File: config.mk
export PLATFORM = sky130hd
export DESIGN_NAME = mem1_dp_ram
export DESIGN_NICKNAME = d
export VERILOG_FILES = /design/src/rtl/mem1_pkg.sv /design/src/rtl/mem1_array.sv /design/src/rtl/mem1_dp_ram.sv
export SDC_FILE = /design/constraint.sdc
export NUM_CORES = 1
export LEC_CHECK = 0
export CAP_MARGIN = 0
export CORE_UTILIZATION = 50
export CTS_CLUSTER_SIZE = 14
export DETAILED_ROUTE_END_ITERATION = 10
export GPL_TIMING_DRIVEN = 1
export HOLD_SLACK_MARGIN = 0.1
export PLACE_DENSITY = 0.77
export SYNTH_ARGS = -nofsm -noshare
export SYNTH_HDL_FRONTEND = slang
export SYNTH_HIERARCHICAL = 1
export SYNTH_SLANG_ARGS = --single-unit
File: constraint.sdc
create_clock -name clk -period 4.5 [get_ports clk]
set_input_delay 0.9 -clock clk [delete_from_list [all_inputs] [get_ports clk]]
set_output_delay 0.9 -clock clk [all_outputs]
set_load 0.01 [all_outputs]
File: src/rtl/mem1_pkg.sv
// Shared constants, word type and depth helper for the mem1 dual-port RAM.
package mem1_pkg;
  localparam int MEM1_DATA_WIDTH = 8;
  localparam int MEM1_MEM_SIZE   = 64;
  localparam int MEM1_ADDR_WIDTH = 4;

  typedef logic [MEM1_DATA_WIDTH-1:0] mem1_word_t;

  // Usable words: the array is never larger than the address space can reach.
  function automatic int mem1_depth(input int mem_size, input int addr_width);
    int span;
    span = 1 << addr_width;
    return (mem_size < span) ? mem_size : span;
  endfunction
endpackage

File: src/rtl/mem1_array.sv
// Storage, write port and combinational in-range read mux for mem1_dp_ram.
// Optional MEM1_RESET_CLEAR_EN: synchronous reset also zeroes every word.
module mem1_array
  import mem1_pkg::*;
#(
  parameter int DATA_WIDTH = MEM1_DATA_WIDTH,
  parameter int MEM_SIZE   = MEM1_MEM_SIZE,
  parameter int ADDR_WIDTH = MEM1_ADDR_WIDTH
) (
  input  logic                  clk,
  input  logic                  rst_n,
  input  logic                  write_en,
  input  logic [ADDR_WIDTH-1:0] write_address,
  input  logic [DATA_WIDTH-1:0] data_in,
  input  logic [ADDR_WIDTH-1:0] read_address,
  output logic [DATA_WIDTH-1:0] rd_data
);
  localparam int DEPTH = mem1_depth(MEM_SIZE, ADDR_WIDTH);
  localparam int IDX_W = (DEPTH > 1) ? $clog2(DEPTH) : 1;
  localparam logic [ADDR_WIDTH:0] DEPTH_L = (ADDR_WIDTH+1)'(DEPTH);

  logic [DATA_WIDTH-1:0] mem [DEPTH];
  logic [IDX_W-1:0]      widx, ridx;
  logic                  wr_ok, rd_ok;

  // Index only the bits the array needs; the range check guards the rest.
  assign widx  = IDX_W'(write_address);
  assign ridx  = IDX_W'(read_address);
  assign wr_ok = {1'b0, write_address} < DEPTH_L;
  assign rd_ok = {1'b0, read_address}  < DEPTH_L;

  always_ff @(posedge clk) begin
    if (rst_n) begin
      if (write_en && wr_ok) mem[widx] <= data_in;
    end
`ifdef MEM1_RESET_CLEAR_EN
    else begin
      for (int i = 0; i < DEPTH; i++) mem[i] <= '0;
    end
`endif
  end

  assign rd_data = rd_ok ? mem[ridx] : '0;
endmodule

File: src/rtl/mem1_dp_ram.sv
// Simple dual-port synchronous RAM: one write port, one registered read port.
// Optional MEM1_RESET_CLEAR_EN: reset clears the array as well as data_out.
module mem1_dp_ram
  import mem1_pkg::*;
#(
  parameter int DATA_WIDTH = MEM1_DATA_WIDTH,
  parameter int MEM_SIZE   = MEM1_MEM_SIZE,
  parameter int ADDR_WIDTH = MEM1_ADDR_WIDTH
) (
  input  logic                  clk,
  input  logic                  rst_n,
  input  logic                  write_en,
  input  logic [ADDR_WIDTH-1:0] write_address,
  input  logic [DATA_WIDTH-1:0] data_in,
  input  logic                  read_en,
  input  logic [ADDR_WIDTH-1:0] read_address,
  output logic [DATA_WIDTH-1:0] data_out
);
  logic [DATA_WIDTH-1:0] rd_data;

  mem1_array #(
    .DATA_WIDTH(DATA_WIDTH),
    .MEM_SIZE  (MEM_SIZE),
    .ADDR_WIDTH(ADDR_WIDTH)
  ) u_array (
    .clk          (clk),
    .rst_n        (rst_n),
    .write_en     (write_en),
    .write_address(write_address),
    .data_in      (data_in),
    .read_address (read_address),
    .rd_data      (rd_data)
  );

  // rd_data reflects the array before this edge's write lands: read-first.
  always_ff @(posedge clk) begin
    if (!rst_n)       data_out <= '0;
    else if (read_en) data_out <= rd_data;
  end
endmodule

Word-level counts from Yosys, hierarchy flattened
Memory sizes are Yosys's and may differ from the RTL's. A register that Yosys moved wholly into a read port is not among the register bits.
Index checks and enable logic that the tools add are counted.

storage, ports and cells
  flip-flop bits (word level) = 0
  bits of input ports = 20
  output and inout bits = 8
  memories kept = 1
  bits in writable memories = 128

memories
  name         depth  bits a word  read ports  clocked after memory_dff  wr ports  line              source
  u_array.mem  16     8            1           1                         1         mem1_array.sv:22  logic [DATA_WIDTH-1:0] mem [DEPTH];

cells by class
  muxes and demuxes = 3
  reduce and logical (&&, ||, !) cells = 1

operator list
  kind               number
  1-bit 2-to-1 mux   3
  1-bit logical NOT  1

Depth between registers and ports, before layout
  depth after elaboration = 3
  gate-level depth with buffers = 7

Cells and area by module
Netlist, hierarchy kept.

by module, submodules not included
  module       sequential area each (µm²)  cells an instance  instances  area each (µm²)
  mem1_array   3,843.7                     222                1          4,992.3
  mem1_dp_ram  160.2                       25                 1          301.5

Worst setup path before layout
No wires, ideal clock.

  kind = input-to-reg
  start point = in write_address[2]
  end point = mem u_array/mem[0][0] (netlist name) (enable)
  slack = 2,187 ps
  path buffers = 0
  data required time = 4,117 ps
  arrival = 1,930 ps
  stages = 2
  path through = or3_1 -> nor3_1

RTL lines
  item             line               source
  start, declared  mem1_dp_ram.sv:13  input logic [ADDR_WIDTH-1:0] write_address,
  end, declared    mem1_array.sv:22

No word-level cell before the write port.

Final worst setup path
  start point = in rst_n
  end point = mem u_array/mem[2][7] (netlist name) (enable)

between the ends
  word-level cells in the longest chain between the ends = 2

RTL lines
  item                                    line               source
  start, declared                         mem1_dp_ram.sv:11  input logic rst_n,
  1-bit 2-to-1 mux                        mem1_array.sv:33   if (rst_n) begin
  1-bit 2-to-1 mux (implied by the code)  mem1_array.sv:34   if (write_en && wr_ok) mem[widx] <= data_in;

No other way between the ends.

==> metrics.md <==
| Metric | Value |
|---|---|
| CTS Sinks | 136 |
| Final hold vios | 0 |
| Min Hold Slack | 521 ps |
| Setup ws final | 1860 ps |
| Hold/Removal Path Class | flip-flop to flip-flop |
| CP max FO | 12 |
| Dominant cells by area after synthesis | edfxtp_1 73%, mux4_2 7.7%, mux4_1 6.9% |
| Fin Clk Skew | 6.01 ps |
| Post-route DRC | 0 |
| DR vias | 2590 |
| Core area | 10300 um2 |
| PD cells | 456 nW/um2 |
| Final TNS setup | 0 ps |
| Post-Layout Cell Count | 437 |
| Max-slew violations | 0 |
| Die X-Extent | 105 um |
| Port Buffers | 27 |
| DR WL/cell | 23.7 um |
| Area added between synthesis and finish | 17.7% |
| H-tree levels | 4 |
| Die Height | 105 um |
| Overall Global Routing Usage | 21.1% |
| Class of the most critical setup path | input port to flip-flop |
| CP Data Arrival Time | 2790 ps |
| Largest net degree at the start of global routing | 33 |
| Most Used Layer, Global Route | met2 |
| CTS root buffer | clkbuf_8 |
| Reg2Reg Depth | 5 |
| Hold depth | 2 |
| Global placement routability congestion | 0.737 |
| RSZ-0062 raised after global routing | false |
| DRT Pass-1 Iters | 4 |
| Top-level I/O count | 28 |
| Maxcap violations | 0 |
| Synth area leader | edfxtp_1 |
| Initial core utilization | 51.5% |
| Top cell type's share of synthesized area | 72.6% |
| Seq/Total Area, Yosys | 75.6% |
| Post-DP HPWL | 6370 um |
| Avg Inst Size Synth | 21.4 um2 |
| Nets | 308 |
| N_diodes | 0 |
| Fin crit period | 2640 ps |
| Layout cells sized above 1 | 18.3% |
| Setup-failing EPs final | 0 |
| Rows | 37 |
| P_leak | 2.04 nW |
| Clock slew at reported path FFs | 60 ps |
| Critical path capture point type | flip-flop |
| Met3 Resource Use GR | 6.24% |
| Synth warnings | 6 |
| CTS resizes | 0 |
| Worst slack at placement | 1330 ps |
| Placed Instances | 405 |
| Status | finished clean |
| Antenna-violating nets left | 0 |
| Mapped Nets | 267 |
| Avg Vias per Cell | 5.93 |
| VDD IR max | 0.307 mV |
| Mapped Area | 5290 um2 |
| DRT iter0 DRCs | 221 |
| Seq cells post-synth | 136 |
| CTS tree | built |
| First-pass GRT wire length | 15900 um |
| Syn Inst Count | 247 |
| Full die area | 11000 um2 |
| Crit path launch type | input port |
| GR Overflow Total | 0 |
| Routing usage on met1 | 29.2% |
| Total power | 2.84 mW |
| WL final | 10400 um |
| Cts hold-fix bufs | 0 |
| Clock Path Buffers | 2 |
| Slew HR | 40.2% |
| Antenna violations before repair | 0 |
| Final period util | 58.7% |
| Clk_lat worst skew | 520 ps |
| Worst slew pin tran | 896 ps |
| Fmax | 379 MHz |
| Synth unique cells | 20 |
| Met2 global-route usage | 31.6% |
| Num CTS Buffers | 17 |
| Number of global-route vias before repair | 2675 |
| Post CTS Setup Buffer Count | 0 |
| Worst endpoint required time | 4650 ps |
-- stage by stage --
stage,util [%],area [um2]
after floorplan,-,5290
after global placement,55.2,5680
after detailed placement,55.2,5680
after CTS,60.7,6230
after global routing,60.7,6230
final,60.7,6230
-- layer usage --
metal,vias to the layer above,wire length (um)
met3,15,804
met1,1318,4220
met2,135,5190
li1,1122,-
met4,0,150
met5,-,0
-- worst paths after layout --
check / slack [ps] / startpoint / end
worst max-delay path: 1860 / rst_n / u_array/mem[2][7]$_DFFE_PP_
worst min-delay path: 520 / data_out[3]$_SDFFE_PN0P_ / data_out[3]$_SDFFE_PN0P_
worst max register to register: 2910 / u_array/mem[0][5]$_DFFE_PP_ / data_out[5]$_SDFFE_PN0P_
worst min register to register: 520 / data_out[3]$_SDFFE_PN0P_ / data_out[3]$_SDFFE_PN0P_
-- cells by family after synthesis --
kind of cell,after synthesis,synth area share [%]
AO/OA/AOI/OAI,16,2.27
AND/OR/NAND/NOR,44,4.14
flip-flops,136,75.6
buffers and inverters,11,1.84
multiplexers,40,16.1
-- registers in the layout (all words and copies together) (netlist names) --
name	cells
data_out	8
u_array/mem	128
-- cells in the final DEF, fill, tap and decap left out --
master / n
edfxtp_1: 128
clkdlybuf4s50_1: 26
mux4_2: 18
clkbuf_16: 16
a22oi_1: 16
mux4_1: 14
nor2_1: 13
nand2_1: 10
nor2b_1: 9
mux2i_1: 8
dfxtp_1: 8
buf_4: 6
clkinvlp_4: 4
inv_6: 4
nor3_1: 4
clkinv_1: 2
inv_8: 2
clkinv_4: 2
nand4b_1: 2
nand2b_1: 2
clkbuf_8: 1
bufinv_16: 1
buf_2: 1
and2_1: 1
and2b_1: 1
nand4_1: 1
or3_1: 1
-- Yosys cell counts --
master / count
nand2b_1: 2
and2_1: 1
mux2i_1: 8
clkdlybuf4s25_2: 3
mux4_1: 14
nor2_1: 13
mux4_2: 18
nand2_1: 10
buf_6: 4
nand4b_1: 2
nor2b_1: 9
nor3_1: 4
buf_4: 1
buf_2: 3
or3_1: 1
edfxtp_1: 128
nand4_1: 1
dfxtp_1: 8
a22oi_1: 16
and2b_1: 1
-- area by class of cell --
cell class / count / area [um2]
Sequential cell: 136 / 4000
Tap cell: 136 / 170
Clock buffer: 17 / 414
Timing Repair Buffer: 33 / 310
Fill cell: 728 / 4040
Multi-Input combinational cell: 100 / 1190
Clock inverter: 15 / 143
-- power breakdown --
group	switching, mW	internal (mW)	total (mW)
clock	0.544	0.743	1.29
sequential	0.00623	1.40	1.41
combinational	0.0786	0.0662	0.145
-- critical path: stages --
cell,delay (ps)
clkdlybuf4s50_1,740
nand2_1,80
or3_1,390
nor2_1,660
No activity file was read; power rests on OpenSTA's default activity.
